## config.mk

```make
export PLATFORM = sky130hd
export DESIGN_NAME = seq_divider32
export DESIGN_NICKNAME = d
export VERILOG_FILES = /design/src/rtl/seq_divider32.sv
export SDC_FILE = /design/constraint.sdc
export NUM_CORES = 1
export LEC_CHECK = 0
export BUFFER_PORTS_ARGS = -buffer_cell sky130_fd_sc_hd__buf_2
export CORE_MARGIN = 3
export CORE_UTILIZATION = 55
export DETAILED_ROUTE_END_ITERATION = 12
export MAX_ROUTING_LAYER = met4
export PLACE_DENSITY = 0.78
export RECOVER_POWER = 100
export REMOVE_ABC_BUFFERS = 1
export SYNTH_ARGS = -nofsm -noshare
export SYNTH_HDL_FRONTEND = slang
export SYNTH_SLANG_ARGS = --single-unit
```

## constraint.sdc

```tcl
create_clock -name clk -period 4.7 [get_ports clk]
set_clock_uncertainty 0.05 [all_clocks]
set_input_delay 0.47 -clock clk [delete_from_list [all_inputs] [get_ports clk]]
set_output_delay 0.47 -clock clk [all_outputs]
set_load 0.03 [all_outputs]
```

## src/rtl/seq_divider32.sv

```systemverilog
// Multi-cycle unsigned radix-2 restoring divider, one quotient bit per clock.
// Start/done handshake toward the ALU controller; divide-by-zero short-cuts to DONE.
//
//   state | meaning
//   IDLE  | waiting for op_start, outputs hold last cleared/reset values
//   EXEC  | one trial subtraction per clock, busy high
//   DONE  | results valid, done high until op_start or op_clear
module seq_divider32 #(
   parameter int WIDTH = 32
) (
   input  logic             clk,
   input  logic             reset,
   input  logic             op_start,
   input  logic             op_clear,
   input  logic [WIDTH-1:0] dividend,
   input  logic [WIDTH-1:0] divisor,
   output logic [WIDTH-1:0] quotient,
   output logic [WIDTH-1:0] remainder,
   output logic             busy,
   output logic             done,
   output logic             div_by_zero
);

   localparam int CW = $clog2(WIDTH + 1);
   localparam logic [CW-1:0] LAST = CW'(WIDTH);

   typedef enum logic [1:0] {
      ST_IDLE = 2'd0,
      ST_EXEC = 2'd1,
      ST_DONE = 2'd2
   } state_t;

   state_t           state_q, state_d;
   logic [WIDTH-1:0] r_q, r_d;
   logic [WIDTH-1:0] q_q, q_d;
   logic [WIDTH-1:0] d_q, d_d;
   logic [CW-1:0]    cnt_q, cnt_d;
   logic [WIDTH-1:0] quot_d, rem_d;
   logic             dbz_d;

   logic [WIDTH:0]   r_sh;
   logic [WIDTH:0]   diff;
   logic [WIDTH-1:0] r_step;
   logic [WIDTH-1:0] q_step;

   always_ff @(posedge clk) begin
      if (reset) begin
         state_q     <= ST_IDLE;
         r_q         <= '0;
         q_q         <= '0;
         d_q         <= '0;
         cnt_q       <= '0;
         quotient    <= '0;
         remainder   <= '0;
         div_by_zero <= 1'b0;
      end else begin
         state_q     <= state_d;
         r_q         <= r_d;
         q_q         <= q_d;
         d_q         <= d_d;
         cnt_q       <= cnt_d;
         quotient    <= quot_d;
         remainder   <= rem_d;
         div_by_zero <= dbz_d;
      end
   end

   always_comb begin
      state_d = state_q;
      r_d     = r_q;
      q_d     = q_q;
      d_d     = d_q;
      cnt_d   = cnt_q;
      quot_d  = quotient;
      rem_d   = remainder;
      dbz_d   = div_by_zero;

      // The partial remainder is always below D, so WIDTH bits hold it; the
      // shifted value needs one extra bit for the sign of the trial subtraction.
      r_sh   = {r_q, q_q[WIDTH-1]};
      diff   = r_sh - {1'b0, d_q};
      r_step = diff[WIDTH] ? r_sh[WIDTH-1:0] : diff[WIDTH-1:0];
      q_step = {q_q[WIDTH-2:0], ~diff[WIDTH]};

      if (op_clear) begin
         state_d = ST_IDLE;
         r_d     = '0;
         q_d     = '0;
         d_d     = '0;
         cnt_d   = '0;
         quot_d  = '0;
         rem_d   = '0;
         dbz_d   = 1'b0;
      end else begin
         case (state_q)
            ST_IDLE, ST_DONE: begin
               if (op_start) begin
                  d_d   = divisor;
                  q_d   = dividend;
                  r_d   = '0;
                  cnt_d = '0;
                  if (divisor == '0) begin
                     state_d = ST_DONE;
                     quot_d  = '1;
                     rem_d   = dividend;
                     dbz_d   = 1'b1;
                  end else begin
                     state_d = ST_EXEC;
                     dbz_d   = 1'b0;
                  end
               end
            end
            ST_EXEC: begin
               r_d   = r_step;
               q_d   = q_step;
               cnt_d = cnt_q + 1'b1;
               if (cnt_d == LAST) begin
                  state_d = ST_DONE;
                  quot_d  = q_step;
                  rem_d   = r_step;
                  dbz_d   = 1'b0;
               end
            end
            default: state_d = ST_IDLE;
         endcase
      end
   end

   assign busy = (state_q == ST_EXEC);
   assign done = (state_q == ST_DONE);

endmodule

```

Yosys cells after proc, flatten, opt, wreduce, memory -nomap -nowiden. Cells that the tools add are included.

Flip-flop bits (word level): 169. Bits of input ports: 68. Output and inout port bits: 67. Logic and storage cells: 50.

Add/subtract/negate cells: 2. Equality and inequality tests: 6. Muxes and demuxes: 23. Bitwise operators: 1. Reductions and logical operators: 10.

Operator list (number): $mux W32 (9); $pmux W32 S2 (4); $sub A33 B32 Y33 (1); $logic_not A32 Y1 (1); $pmux W6 S2 (1); $add A6 B1 Y6 const B (1); $eq A6 B6 Y1 const B (1); $mux W2 (3); $mux W6 (1); $reduce_and A2 Y1 (3); $ne A2 B2 Y1 const B (2); $pmux W2 S2 (1); $reduce_and A4 Y1 (1); $reduce_or A2 Y1 (2); $mux W1 (3); $reduce_and A3 Y1 (1); $eq A2 B1 Y1 const B (1); $eq A2 B2 Y1 const B (1); $logic_not A2 Y1 (1); $ne A2 B1 Y1 const B (1); $pmux W1 S2 (1); $reduce_bool A2 Y1 (1); $not A1 Y1 (1).

Depth between registers and ports, before layout. Gate-level depths: netlist of run 1.

Word-level depth: 4. Depth in mapped cells: 14. Depth with buffers taken out: 13.

Least setup slack after synthesis of run 1. Ideal clock, no wire load.

Kind: reg-to-reg. From: register q_q[31]. To: register r_q[3]. Setup time: 0.132 ns. Arrival: 2.617 ns. Data required time: 4.518 ns. Setup slack: 1.900 ns. Cell stages (with the launch flop): 15. Buffers on the path: 1. Clock period less this slack: 2.800 ns. Cells stage by stage: dfxtp_1 -> inv_1 -> ha_1 -> inv_1 -> fa_1 -> a211oi_2 -> o211ai_1 -> a31oi_2 -> o22ai_2 -> o21ai_4 -> xor2_2 -> buf_2 -> nor3_1 -> a31oi_1 -> a21oi_1.

Cells in the longest elaborated chain, start to end: 3.

Ends and longest elaborated chain: start, declared (RTL line 35) `logic [WIDTH-1:0] q_q, q_d;`; start signal, assigned (RTL line 59) `q_q <= q_d;`; $sub A33 B32 Y33 (RTL line 81) `diff = r_sh - {1'b0, d_q};`; $mux W32 (RTL line 82) `r_step = diff[WIDTH] ? r_sh[WIDTH-1:0] : diff[WIDTH-1:0];`; $pmux W32 S2 (RTL line 95) `case (state_q)`; end signal, assigned (RTL line 58) `r_q <= r_d;`; end, declared (RTL line 34) `logic [WIDTH-1:0] r_q, r_d;`.

Every way passes these cells. A chain may end at the register's enable or synchronous reset.

Final worst setup path of run 1.
From: register q_q[31]. To: register r_q[19].

Same word-level chain as after synthesis.

==> results.ini, run 1 <==
[final_layout]
syn2layout_area_growth_pct = 13.3
stdcell_count = 1382
layout.nets = 1287
drive_gt1_frac = 0.102
num_antenna_cells = 0
stdcell_area_um2 = 9640
post-route-util = 0.651

[placement]
dpl.cell_count = 1350
post_dp_cell_area_um2 = 9200
gp_congestion = 0.965
hpwl_um = 15700
portBuffers = 134
place_ws_ps = 1160

[die]
io_pins = 135
core_um2 = 14800
rows = 44
dieArea_um2 = 17000
die_width_um = 130
start_util = 0.575
fp.dieH_um = 130

[detailed_routing]
drtIter0Drc = 730
routedWlPerCell_um = 16.5
wl_met2_um = 9960
met3_length_um = 1260
routed-via-count = 8113
detail-route-antenna-nets = 0
drc_errors = 0
finalWirelength_um = 22700
routed_via_density = 5.87
wl_met1_um = 11300
first_pass_iters = 5
highest_layer = met4

[setup_path]
start_kind = flop
critPathKind = reg2reg
cp_max_fo = 38
cp.arrival_ps = 4160
cp_data_required_time_ps = 4920
end_kind = flop

[run]
cap_viol_max_count = 2

[yosys]
synthDistinctLibCells = 60
ys_seq_elements = 169
ys_warn_count = 0
netlist.area_leader.share = 0.398
synthesis.area_um2 = 8510
ys.flop_type = dfxtp_1
synthCells = 1105
yosys.area.top_type = dfxtp_1
syn_area_per_cell_um2 = 7.70
synthTopCellsByArea = dfxtp_1, a21oi_1, nand2_1
synthArstFlopShare = 0
synth_edf_count = 0
ys_seq_area_frac = 0.398

[power]
design_power_total_mw = 3.37
leakage_nw = 3.65
power_density_nw_per_um2 = 350
ir_drop_mv = 0.315

[clocking]
cts_resized = 0
post_cts_buffers = 0
numCtsBuffers = 17
cts_root_buf = clkbuf_16
clkTransAtPathRegs_ps = 70
clk_path_buf_depth = 2
cts-htree-levels = 4
numClockSinks = 169
clk-insertion-delay-late_ps = 430
cts_tree = yes
postCtsHoldBufs = 0

[status]
violations = max-capacitance violations, max-slew violations
status = finished, violations left

[timing]
rsz0062_at_grt = false
setup_viol_count_final = 0
finalWorstSetupSlack_ps = 760
timing.final.crit_share = 0.838
fin_crit_ps = 3940
hold_viol = 0
maxSlewViolCount = 70
worstMarginPinSlew_ps = 3270
hold_slack_ps = 237
fmax_ghz = 0.254
setup_tns_ps = 0
max_slew_margin = -1.18

[grt]
track_usage = 0.272
grt_pass1_wl_um = 36300
antenna_found_initial = 0
grt_max_degree = 78
grt_pass1_vias = 7152
overflow = 0

[min_path]
hp-class = in2reg

==> worst paths after layout <==
kind | from | endpoint | slack, ps | cells after the start
max reg2reg | q_q[31] | r_q[19] | 760 | 14
min | divisor[25] | d_q[25] | 240 | 3
max | q_q[31] | r_q[19] | 760 | 14
min reg2reg | d_q[30] | d_q[30] | 400 | 2
==> cells by family (layout without fill, tap and decap cells) <==
| group | Yosys count | count (layout) | share of synthesized area |
|---|---|---|---|
| AOI/OAI and AO/OA | 365 | 365 | 0.265 |
| xor gates and xnor gates | 30 | 30 | 0.0340 |
| adders and majority gates | 34 | 34 | 0.0509 |
| buffers and inverters | 128 | 221 | 0.0612 |
| DFF | 169 | 169 | 0.398 |
| muxes | 2 | 2 | 0.00235 |
| and+or+nand+nor | 377 | 377 | 0.189 |
==> cells in the final DEF (no fill, tap or decap), types with 3 or more instances in the layout <==
| cell type | Yosys | routed |
|---|---|---|
| nor4_1 | 11 | 11 |
| clkinv_2 | 0 | 3 |
| nand4_1 | 5 | 5 |
| and2_1 | 4 | 4 |
| nand3_1 | 14 | 14 |
| nand2_1 | 193 | 193 |
| dfxtp_1 | 169 | 169 |
| nand2b_1 | 8 | 6 |
| clkbuf_8 | 0 | 4 |
| xnor2_1 | 15 | 15 |
| nor2_1 | 93 | 93 |
| a31oi_1 | 30 | 30 |
| nor3_1 | 25 | 25 |
| buf_2 | 14 | 68 |
| buf_4 | 2 | 5 |
| o21ai_0 | 55 | 55 |
| nor2b_1 | 5 | 4 |
| a21o_1 | 10 | 10 |
| a311oi_1 | 39 | 39 |
| or3_1 | 3 | 3 |
| and3_1 | 5 | 5 |
| a211oi_1 | 31 | 31 |
| a21oi_1 | 158 | 158 |
| o21ai_1 | 5 | 5 |
| nand3b_1 | 4 | 4 |
| o211ai_1 | 8 | 8 |
| inv_1 | 44 | 44 |
| ha_1 | 33 | 33 |
| clkbuf_1 | 61 | 72 |
| xor2_1 | 13 | 14 |
| clkbuf_16 | 0 | 17 |
==> sequential cells by signal, indices dropped and copies added, names as in the netlist <==
| register | cells |
|---|---|
| cnt_q | 6 |
| d_q | 32 |
| div_by_zero | 1 |
| q_q | 32 |
| quotient | 32 |
| r_q | 32 |
| remainder | 32 |
| state_q | 2 |
==> critical path: stages (launching register included) <==
cell,delay [ps]
dfxtp_1,330
inv_1,60
ha_1,160
inv_1,60
fa_1,430
a211oi_2,240
o211ai_1,150
a31oi_2,270
o22ai_2,170
o21ai_4,240
xor2_1,700
buf_4,480
nor3_1,90
a31oi_1,240
a21oi_1,120
==> cell usage after synthesis (all sizes together), types with 3 or more instances <==
cell and count:
a211oi 32, clkbuf 61, nor4 11, a21o 10
a21oi 159, and3 5, nor2 94, o211ai 8
nand3b 4, o21ai 61, nand2b 8, inv 44
dfxtp 169, and2 4, nand2 194, or2 3
or3 3, xor2 14, ha 33, a31oi 31
nand3 14, a311oi 40, nor3 25, xnor2 16
a21boi 3, buf 23, nor2b 5, nand4 5
==> cell type report <==
type,count,area (um2)
Clock buffer,23,488
Clock inverter,9,87.6
Fill cell,1370,5170
Inverter,44,165
Multi-Input combinational cell,808,4620
Sequential cell,169,3380
Tap cell,184,230
Timing Repair Buffer,145,666
==> power by group <==
part	switching, mW	total, mW	internal (mW)
Clock	0.574	1.36	0.788
Combinational	0.355	0.538	0.184
Sequential	0.0150	1.47	1.46
Total	0.944	3.37	2.43
==> per-layer routing <==
metal	GRT usage	up-vias
li1	-	4082
met4	0.0659	0
met3	0.0415	24
met5	-	-
met1	0.401	3764
met2	0.394	243
Note: power is estimated with default switching activity, not from simulation.
==> run 2, diff against run 1 <==
--- a/config.mk
+++ b/config.mk
@@ -5,12 +5,13 @@
 export SDC_FILE = /design/constraint.sdc
 export NUM_CORES = 1
 export LEC_CHECK = 0
+export ABC_AREA = 1
 export BUFFER_PORTS_ARGS = -buffer_cell sky130_fd_sc_hd__buf_2
 export CORE_MARGIN = 3
 export CORE_UTILIZATION = 55
 export DETAILED_ROUTE_END_ITERATION = 12
 export MAX_ROUTING_LAYER = met4
-export PLACE_DENSITY = 0.78
+export PLACE_DENSITY = 0.76
 export RECOVER_POWER = 100
 export REMOVE_ABC_BUFFERS = 1
 export SYNTH_ARGS = -nofsm -noshare
==> constraint.sdc (replaced) <==
create_clock -name clk -period 3.85 [get_ports clk]
set_clock_uncertainty 0.05 [all_clocks]
set_input_delay 0.385 -clock clk [delete_from_list [all_inputs] [get_ports clk]]
set_output_delay 0.385 -clock clk [all_outputs]
set_load 0.03 [all_outputs]
==> run 2 against run 1 <==
Effect of this change:
- the flow still finishes with violations (max-capacitance violations, max-slew violations)
- power grew 30%
- die area grew 24%
- global-route usage grew 0.45 points
- via count grew 27%
- register-to-register slack lost 70 ps
- area after synthesis grew 25%
- wire length grew 26%
- clock-buffer cell count shrank 4
- critical path type unchanged
- critical endpoint is now remainder[23]
- largest cell class unchanged
- largest power group is now clock
==> results.ini, run 2 <==
[status]
status = finished, violations left
violations = max-capacitance violations, max-slew violations

[power]
ir_drop_mv = 0.307
design_power_total_mw = 4.39
leakage_nw = 5.81
power_density_nw_per_um2 = 377

[detailed_routing]
drtIter0Drc = 1005
first_pass_iters = 6
routed_via_density = 5.12
finalWirelength_um = 28600
wl_met2_um = 12600
routed-via-count = 10295
routedWlPerCell_um = 14.2
met3_length_um = 1720
detail-route-antenna-nets = 0
drc_errors = 0
highest_layer = met4
wl_met1_um = 13700

[yosys]
ys_seq_elements = 169
syn_area_per_cell_um2 = 6.45
ys_seq_area_frac = 0.318
netlist.area_leader.share = 0.318
synthArstFlopShare = 0
synthesis.area_um2 = 10600
synthDistinctLibCells = 38
synth_edf_count = 0
ys.flop_type = dfxtp_1
synthCells = 1650
ys_warn_count = 0
synthTopCellsByArea = dfxtp_1, nand2_1, inv_1
yosys.area.top_type = dfxtp_1
synth.most_common_cell = nand2_1
ys_top_cells_by_count = nand2_1, inv_1, a21oi_1

[die]
start_util = 0.565
rows = 50
die_width_um = 145
dieArea_um2 = 21100
fp.dieH_um = 145
io_pins = 135
core_um2 = 18800

[grt]
grt_pass1_wl_um = 46800
track_usage = 0.277
grt_max_degree = 105
antenna_found_initial = 0
grt_pass1_vias = 9290
overflow = 0

[final_layout]
layout.nets = 1839
final_cell_mix = nand2_1, inv_1, a21oi_1, dfxtp_1, nand3_1
final_common_cell = nand2_1
syn2layout_area_growth_pct = 9.19
drive_gt1_frac = 0.116
post-route-util = 0.617

[setup_path]
cp_data_required_time_ps = 4140
critPathMaxStageDelay_ps = 590
cp-endpoint = remainder[23]
crit_path_start = cnt_q[0]
critPathTopFamily = simple AND/OR/NAND/NOR gates
r2r-start = cnt_q[0]
timing.critical_path.buf_inv = 2
end_kind = flop
r2r_cells = 13
worst_path_max_delay_cell = nand2_4
reg2reg_slack_ps = 690
reg2reg_to = remainder[23]
worstSetupPathDepth = 13
critPathKind = reg2reg
path_cells = ha_1 > nand2_1 > nor2_1 > xor2_1 > nor2_1 > nand2_2 > nand2_2 > nand2_4 > buf_4 > a21oi_1 > nand3_1 > nand2_1 > inv_1
cp_max_fo = 72
start_kind = flop
cp.arrival_ps = 3440

[clocking]
cts-htree-levels = 4
post_cts_buffers = 0
clk_path_buf_depth = 2
cts_resized = 0
numClockSinks = 169
cts_tree = yes
postCtsHoldBufs = 0
clk-insertion-delay-late_ps = 430
cts_root_buf = clkbuf_16
numCtsBuffers = 17
clkTransAtPathRegs_ps = 70

[timing]
fmax_ghz = 0.317
hold_viol = 0
finalWorstSetupSlack_ps = 695
max_slew_margin = -0.441
maxSlewViolCount = 37
fin_crit_ps = 3160
worstMarginPinSlew_ps = 2150
timing.final.crit_share = 0.820
hold_slack_ps = 177
setup_viol_count_final = 0
rsz0062_at_grt = false
setup_tns_ps = 0

[run]
cap_viol_max_count = 1

[placement]
portBuffers = 134
place_ws_ps = 967
gp_congestion = 0.975
hpwl_um = 20600

[min_path]
hp-class = in2reg
holdPathStages = 4
min_from = op_start

-- run 2: cell count changes after synthesis, moves of 14 or more --
cell | before | now
or2_2 | 3 | 23
xnor2_1 | 15 | 0
nand2_1 | 193 | 526
a31oi_1 | 30 | 1
nand3_2 | 0 | 61
inv_2 | 0 | 14
nand3_1 | 14 | 117
a211oi_1 | 31 | 0
nor3_1 | 25 | 5
a311oi_1 | 39 | 0
a21oi_1 | 158 | 181
clkbuf_1 | 61 | 39
nor2_1 | 93 | 63
inv_1 | 44 | 266
-- run 2: worst reg2reg max path, cell delays in order, from the launching register on --
cell and delay (ps):
dfxtp_1 410, ha_1 200, nand2_1 100, nor2_1 130, xor2_1 90, nor2_1 150
nand2_2 90, nand2_2 510, nand2_4 590, buf_4 400, a21oi_1 130, nand3_1 100
nand2_1 70, inv_1 40
-- run 2: worst min-delay path by stage --
stage	endpoint	slack [ps]
6_report	state_q[1]	180
5_1_grt	q_q[0]	190
4_1_cts	state_q[1]	170
3_5_place_dp	q_q[8]	400
3_3_place_gp	quotient[19]	390
2_1_floorplan	d_q[10]	390
-- run 2: cells by family after synthesis --
kind of cell,Yosys count,share of synthesized area
XOR/XNOR,17,0.0140
buffers and inverters,359,0.144
AND/OR/NAND/NOR,830,0.365
flip-flops,169,0.318
AO/OA/AOI/OAI,241,0.118
adder cells (fa/ha/maj),34,0.0407
-- run 2: power breakdown --
| part | total (mW) | internal [mW] | switching, mW |
|---|---|---|---|
| sequential | 1.81 | 1.79 | 0.0202 |
| clock | 1.83 | 1.04 | 0.788 |
| combinational | 0.742 | 0.215 | 0.527 |
| total | 4.39 | 3.05 | 1.33 |
-- run 2: routing by layer --
| layer | up-vias | global-route usage |
|---|---|---|
| met2 | 300 | 0.424 |
| met1 | 4641 | 0.389 |
| met3 | 40 | 0.0347 |
| met4 | 0 | 0.0741 |
| li1 | 5314 | - |
| met5 | - | - |
-- run 2: cell type report --
class	count	area, um2
Antenna cell	1	2.50
Clock buffer	19	433
Clock inverter	13	181
Fill cell	1884	7210
Inverter	283	1060
Multi-Input combinational cell	1122	5580
Sequential cell	169	3380
Tap cell	260	325
Timing Repair Buffer	144	659
-- run 2: stage by stage --
stage / area [um2] / instances
after floorplan: 10200 / 1574
after global placement: 11300 / 1978
after detailed placement: 11300 / 1978
after CTS: 11900 / 2010
after global routing: 11600 / 2010
final: 11600 / 2011
